**config.mk**
```make
export PLATFORM = sky130hd
export DESIGN_NAME = multiway_light_controller
export DESIGN_NICKNAME = d
export VERILOG_FILES = /design/src/rtl/light_ctrl_pkg.sv /design/src/rtl/rr_next_sel.sv /design/src/rtl/multiway_light_controller.sv
export SDC_FILE = /design/constraint.sdc
export NUM_CORES = 1
export LEC_CHECK = 0
export CORE_UTILIZATION = 60
export DETAILED_ROUTE_END_ITERATION = 10
export DONT_BUFFER_PORTS = 1
export MAX_ROUTING_LAYER = met4
export PLACE_DENSITY = 0.76
export SYNTH_ARGS = -nofsm -noshare
export SYNTH_HDL_FRONTEND = slang
export SYNTH_SLANG_ARGS = --single-unit
```
**constraint.sdc**
```tcl
create_clock -name CLK -period 2.75 [get_ports CLK]
set_clock_uncertainty 0.2 [all_clocks]
set_input_delay 0.4125 -clock CLK [delete_from_list [all_inputs] [get_ports CLK]]
set_output_delay 0.4125 -clock CLK [all_outputs]
set_load 0.05 [all_outputs]
```
**src/rtl/light_ctrl_pkg.sv**
```systemverilog
// Shared definitions for the multiway traffic light controller:
// FSM state encoding and the dwell-timer width helper.
package light_ctrl_pkg;

    typedef enum logic [1:0] {
        ST_ALLRED = 2'b00,
        ST_GREEN  = 2'b01,
        ST_YELLOW = 2'b10
    } light_state_t;

    // Timer must hold 0..(longest dwell - 1); never narrower than one bit.
    function automatic int timer_width(input int green_max, input int yellow_t, input int allred_t);
        int longest;
        longest = green_max;
        if (yellow_t > longest) longest = yellow_t;
        if (allred_t > longest) longest = allred_t;
        return (longest <= 2) ? 1 : $clog2(longest);
    endfunction

endpackage

```
**src/rtl/rr_next_sel.sv**
```systemverilog
// Round-robin next-approach selector: first pending index after the
// current phase, falling back to phase+1 when nothing is pending.
module rr_next_sel #(
    parameter int N_WAY = 4
) (
    input  logic [N_WAY-1:0]         pend,
    input  logic [$clog2(N_WAY)-1:0] phase,
    output logic [$clog2(N_WAY)-1:0] next_phase
);

    localparam int PW = $clog2(N_WAY);

    logic [PW-1:0]    cand [N_WAY];
    logic [N_WAY-1:0] hit;

    // cand[gi] is the approach gi+1 steps ahead of the current phase.
    generate
        for (genvar gi = 0; gi < N_WAY; gi++) begin : g_cand
            logic [PW:0] sum;
            logic [PW:0] wrapped;
            assign sum      = {1'b0, phase} + (PW+1)'(gi + 1);
            assign wrapped  = sum - (PW+1)'(N_WAY);
            assign cand[gi] = (sum >= (PW+1)'(N_WAY)) ? wrapped[PW-1:0] : sum[PW-1:0];
            assign hit[gi]  = pend[cand[gi]];
        end
    endgenerate

    always_comb begin
        next_phase = cand[0];
        for (int k = N_WAY - 1; k >= 0; k--) begin
            if (hit[k]) next_phase = cand[k];
        end
    end

endmodule

```
**src/rtl/multiway_light_controller.sv**
```systemverilog
// Multi-approach traffic light controller: ALLRED -> GREEN -> YELLOW cycle
// with gap-out / max-out green termination and round-robin service order.
module multiway_light_controller
    import light_ctrl_pkg::*;
#(
    parameter int N_WAY     = 4,
    parameter int GREEN_MIN = 4,
    parameter int GREEN_MAX = 8,
    parameter int YELLOW_T  = 2,
    parameter int ALLRED_T  = 1
) (
    input  logic                     CLK,
    input  logic                     RES,
    input  logic [N_WAY-1:0]         REQ,
    output logic [N_WAY-1:0]         RED,
    output logic [N_WAY-1:0]         YEL,
    output logic [N_WAY-1:0]         GRN,
    output logic [$clog2(N_WAY)-1:0] PHASE,
    output logic [1:0]               STATE
);

    localparam int PW = $clog2(N_WAY);
    localparam int TW = timer_width(GREEN_MAX, YELLOW_T, ALLRED_T);

    light_state_t     state_reg, state_next;
    logic [PW-1:0]    phase_reg, phase_next;
    logic [TW-1:0]    timer_reg, timer_next;
    logic [N_WAY-1:0] pend_reg, pend_next;
    logic [N_WAY-1:0] req_prev_reg;
    logic [N_WAY-1:0] phase_onehot;
    logic [PW-1:0]    rr_phase;
    logic             competing;
    logic             gap_out, gap_out_ext, max_out;

    generate
        for (genvar gi = 0; gi < N_WAY; gi++) begin : g_onehot
            assign phase_onehot[gi] = (phase_reg == PW'(gi));
        end
    endgenerate

    rr_next_sel #(.N_WAY(N_WAY)) u_rr (
        .pend       (pend_reg),
        .phase      (phase_reg),
        .next_phase (rr_phase)
    );

    assign competing   = |(pend_reg & ~phase_onehot);
    assign gap_out     = competing && !REQ[phase_reg] && (timer_reg == TW'(GREEN_MIN - 1));
    // Extension ends when the served approach's sensor drops after minimum green.
    assign gap_out_ext = competing && (timer_reg >= TW'(GREEN_MIN - 1))
                         && req_prev_reg[phase_reg] && !REQ[phase_reg];
    assign max_out     = competing && (timer_reg == TW'(GREEN_MAX - 1));

    always_comb begin
        state_next = state_reg;
        phase_next = phase_reg;
        timer_next = timer_reg + TW'(1);
        pend_next  = pend_reg | REQ;
        if (state_reg == ST_GREEN) pend_next = pend_next & ~phase_onehot;

        case (state_reg)
            ST_ALLRED: begin
                if (timer_reg == TW'(ALLRED_T - 1)) begin
                    state_next = ST_GREEN;
                    phase_next = rr_phase;
                    timer_next = '0;
                end
            end
            ST_GREEN: begin
                if (gap_out || gap_out_ext || max_out) begin
                    state_next = ST_YELLOW;
                    timer_next = '0;
                end else if (timer_reg == TW'(GREEN_MAX - 1)) begin
                    timer_next = timer_reg;
                end
            end
            ST_YELLOW: begin
                if (timer_reg == TW'(YELLOW_T - 1)) begin
                    state_next = ST_ALLRED;
                    timer_next = '0;
                end
            end
            default: begin
                state_next = ST_ALLRED;
                timer_next = '0;
            end
        endcase
    end

    always_ff @(posedge CLK or negedge RES) begin
        if (!RES) begin
            state_reg    <= ST_ALLRED;
            phase_reg    <= PW'(N_WAY - 1);
            timer_reg    <= '0;
            pend_reg     <= '0;
            req_prev_reg <= '0;
        end else begin
            state_reg    <= state_next;
            phase_reg    <= phase_next;
            timer_reg    <= timer_next;
            pend_reg     <= pend_next;
            req_prev_reg <= REQ;
        end
    end

    assign GRN   = (state_reg == ST_GREEN)  ? phase_onehot : '0;
    assign YEL   = (state_reg == ST_YELLOW) ? phase_onehot : '0;
    assign RED   = ~(GRN | YEL);
    assign PHASE = phase_reg;
    assign STATE = state_reg;

endmodule
```
### Word level (Yosys, flattened, before mapping)

Index checks and enable logic that the tools add are counted.

| operators by class | value |
|---|---|
| add/subtract/negate cells | 9 |
| magnitude comparators | 10 |
| eq/ne operators | 12 |
| mux-type cells | 32 |
| bitwise gates (word level) | 6 |
| reductions and logical operators | 15 |

Operator list:

| operator | number |
|---|---|
| $mux 2 | 11 |
| $lt 2x3->1 const B | 5 |
| $bmux 1 s2 | 6 |
| $ge 3x3->1 const B | 4 |
| $mux 3 | 4 |
| $mux 4 | 3 |
| $pmux 3 s3 | 1 |
| $and 4x4->4 | 2 |
| $not 4->4 | 2 |
| $or 4x4->4 | 2 |
| $sub 2x1->2 const B | 4 |
| $add 2x2->3 const B | 2 |
| $eq 2x2->1 const B | 3 |
| $logic_and 1x1->1 | 6 |
| $mux 1 | 6 |
| $pmux 2 s3 | 1 |
| $eq 2x1->1 const B | 2 |
| $logic_not 2->1 | 2 |
| $ne 2x2->1 const B | 2 |
| $reduce_or 4->1 | 1 |
| $add 2x1->3 const B | 1 |
| $add 2x3->3 const B | 1 |
| $add 3x1->3 const B | 1 |
| $eq 3x1->1 const B | 1 |
| other kinds (10) | 11 |

| word-level totals | value |
|---|---|
| bits in registers | 15 |
| input port bits | 6 |
| output and inout bits | 16 |
| word-level logic and storage cells | 89 |

### Depth between registers and ports, before layout

| depth | value |
|---|---|
| word-level depth | 11 |
| gate-level depth with buffers | 8 |
| mapped depth without buffers | 7 |

### By module

A second synthesis with hierarchy kept.

| second synthesis, totals | value |
|---|---|
| cell total of the unflattened synthesis | 101 |
| area total of the unflattened synthesis | 978.4 sq um |

Modules (own cells, without submodules):

| module | times used | cells an instance | area each (sq um) | sequential area each (sq um) |
|---|---|---|---|---|
| multiway_light_controller | 1 | 84 | 872.1 | 377.9 |
| rr_next_sel | 1 | 17 | 106.4 | 0.0 |

### Worst setup path after synthesis

No wires, ideal clock.

| timing | value |
|---|---|
| kind | reg-to-output |
| from | register phase_reg[0], in the netlist PHASE[0] |
| to | output port RED[0] |
| data arrival time | 2,240 ps |
| required time | 2,138 ps |
| setup slack | -103 ps |
| cell stages (with the launch flop) | 6 |
| buffers on the path | 1 |
| cells stage by stage | dfstp_2 > buf_6 > inv_1 > ha_1 > and2_1 > nor2_1 |

| on the way | value |
|---|---|
| longest elaborated chain between the ends | 4 |
| elaborated cells between the ends (all ways) | 5 |

Ends and longest elaborated chain:

| element | RTL line | source |
|---|---|---|
| start: declaration | multiway_light_controller.sv:26 | `logic [PW-1:0] phase_reg, phase_next;` |
| start signal: assignment | multiway_light_controller.sv:93 | `phase_reg <= PW'(N_WAY - 1);` |
| start signal: assignment | multiway_light_controller.sv:99 | `phase_reg <= phase_next;` |
| $logic_not 2->1 | multiway_light_controller.sv:37 | `assign phase_onehot[gi] = (phase_reg == PW'(gi));` |
| $mux 4 | multiway_light_controller.sv:106 | `assign GRN = (state_reg == ST_GREEN) ? phase_onehot : '0;` |
| net GRN[0] | multiway_light_controller.sv:17 | `output logic [N_WAY-1:0] GRN,` |
| $or 4x4->4 | multiway_light_controller.sv:108 | `assign RED = ~(GRN \| YEL);` |
| $not 4->4 | multiway_light_controller.sv:108 |  |
| end: declaration | multiway_light_controller.sv:15 | `output logic [N_WAY-1:0] RED,` |

The timed path passes the listed nets, and every way through them passes these cells.

### Worst setup path in the final report

| timing | value |
|---|---|
| from | register phase_reg[0], in the netlist PHASE[0] |
| to | output port RED[0] |

| on the way | value |
|---|---|
| longest elaborated chain between the ends | 4 |
| elaborated cells between the ends (all ways) | 5 |

Ends and longest elaborated chain:

| element | RTL line |
|---|---|
| $logic_not 2->1 * | multiway_light_controller.sv:37 |
| $mux 4, on equally long branches | multiway_light_controller.sv:106, multiway_light_controller.sv:107 |
| $or 4x4->4 * | multiway_light_controller.sv:108 |
| $not 4->4 * | multiway_light_controller.sv:108 |

Every way passes the cells marked *; elsewhere a longest branch is shown, timed or not.

==> results_dict.tcl <==
set metrics [dict create \
    clkTransAtPathRegs_ns 0.09 \
    ys_async_sr_fraction_pct 100.0 \
    dieArea_sq_um 2002 \
    num_rows 15 \
    fin_crit_sh_pct 89.24 \
    cts_made_buffers 3 \
    die_y_microns 44.74 \
    crit_slowest_cell "dfstp_2" \
    ys_seq_elements 15 \
    slowest_delay_ns 0.66 \
    gr-usage-all-layers_pct 26.82 \
    slew_violations 0 \
    ys_top_cells_by_area "dfrtp_1, ha_1, nor2b_1" \
    nets 148 \
    status "complete, no violations" \
    coreArea_sq_um 1727 \
    synth_ff_type "dfrtp_1" \
    antenna_cells 0 \
    synth_top_area_share_pct 29.68 \
    die_w_microns 44.74 \
    cp.arrival_ns 1.84 \
    worstSetupEndpointType "output port" \
    slew_headroom_pct 56.11 \
    ant_nets 0 \
    port_buffers 0 \
    hold_ws_ns 0.04322 \
    htree_levels 1 \
    min_path_type "in -> reg" \
    netlist_area_sq_um 1096 \
    root_buffer "clkbuf_4" \
    clockBufferDepth 2 \
    cp_max_fo 10 \
    ys_types 38 \
    path_cells "inv_1, ha_1, and2_1, nor2_2, buf_12" \
    synth_top_area_cell "dfrtp_1" \
    remaining_drc_errors 0 \
    gp_congestion 0.8953 \
    cp_top_family "flip-flops" \
    num_vias 930 \
    synth_commonest_cells "nor2_1, dfrtp_1, ha_1, nor2b_1, and2_1" \
    wl_per_cell_microns 14.91 \
    firstDrtPassIters 4 \
    ioPinCount 22 \
    initial_core_util_pct 63.48 \
    finalSetupViolations 0 \
    via_per_inst 5.924 \
    fmax_mhz 407.5 \
    avgSynthCellArea_sq_um 9.786 \
    synth-seq-area-share_pct 34.47 \
    area_growth_pct 21.46 \
    synth_fp_nets 127 \
    drive_gt1_share_pct 25.00 \
    grt_pass1_vias 862 \
    antenna_found_initial 0 \
    clk_latency_ns 0.29 \
    cts.sinks 15 \
    grt_pass1_wl_microns 3629 \
    min_period_ns 2.454 \
    dpl.hpwl_microns 1767 \
    maxCapViolCount 0 \
    grt-ovfl-total 0 \
    rsz0062_at_grt "false" \
    worstPathRequired_ns 2.14 \
    drt-initial-drc-count 34 \
    cts_tree "yes" \
    fin_setup_tns_ns 0 \
    synth_cells 112 \
    yosysWarnings 0 \
    cp.buffers_inverters 2 \
    criticalPathCategory "reg -> out" \
    finalHoldViolCount 0 \
    yosysMostFrequentCell "nor2_1" \
    synth-edff-count 0 \
    start_kind "flop" \
    fillCellCount 123 \
    tightest_slew_ns 0.6562 \
    totalWireLength_microns 2341 \
    grt_max_degree 16 \
]
[kinds of logic after synthesis]
kind of cell	after synthesis	share of synthesized area, %
fa+ha+maj	9	10.27
flops	15	34.47
compound gates	24	17.01
buf+inv	12	5.822
simple gates	46	23.06
mux	5	8.562
xor+xnor	1	0.7992
[final timing paths]
path	start	to	slack (ns)	cells past startpoint
max	PHASE[0]	RED[0]	0.30	5
max in group asynchronous	RES	pend_reg[0]	1.55	1
max reg2reg	PHASE[0]	timer_reg[2]	0.45	7
min reg2reg	PHASE[1]	PHASE[1]	0.40	2
min in group asynchronous	RES	pend_reg[3]	0.38	1
min	REQ[3]	pend_reg[3]	0.04	2
[per-stage QoR]
step	util (%)	instance area, sq um	worst slack, ns	cells
after floorplan	-	1104	0.1118	112
after global placement	72.68	1255	0.5334	148
after detailed placement	72.68	1255	0.4821	148
after CTS	77.10	1331	0.2878	157
after global routing	77.10	1331	0.1857	157
final	77.10	1331	0.2960	157
[layer usage]
metal  global-route usage [%]  vias up  wire [microns]
met1                    35.34      442            1019
met4                    13.33        0              42
li1                         -      434               -
met2                    40.59       50            1107
met5                        -        -               0
met3                    4.000        4             171
[cells in the final DEF (no fill, tap or decap), types with 2 or more instances in the layout]
cell / n
nand2b_1: 2
o21ai_0: 2
a21oi_1: 4
and2_1: 8
nand2_1: 6
o22ai_1: 2
buf_4: 13
ha_1: 9
mux4_2: 2
buf_12: 3
mux2_2: 2
dfrtp_1: 13
dfstp_2: 2
inv_1: 7
nor2_2: 3
clkbuf_4: 3
dlygate4sd3_1: 5
o21bai_1: 4
nor2b_1: 9
nor3_1: 2
nor2_1: 11
[what timing repair did]
item / in CTS / in global routing
resized for setup: 0 / 0
hold buffers: 5 / 0
setup buffers: 0 / 0
setup endpoints to repair: 0 / 0
hold endpoints to repair: 19 / 0
[worst register-to-register path, delay by kind of cell (launching register included)]
| kind | cells | cell delay (ns) |
|---|---|---|
| buffers and inverters | 1 | 0.25 |
| AND/OR/NAND/NOR | 4 | 0.79 |
| AO/OA/AOI/OAI | 1 | 0.06 |
| adder cells (fa/ha/maj) | 1 | 0.21 |
| flip-flops | 1 | 0.66 |
[area by class of cell]
| class | count | area (sq um) | area share, % |
|---|---|---|---|
| multi-input combinational | 85 | 661.9 | 49.72 |
| sequential | 15 | 377.9 | 28.38 |
| timing repair buffer | 21 | 207.7 | 15.60 |
| tap | 25 | 31.28 | 2.350 |
| clock buffer | 4 | 26.28 | 1.974 |
| inverter | 7 | 26.28 | 1.974 |
Power is not shown: default switching activity piles up to over one toggle a cycle in this logic, so the estimate is an artifact.
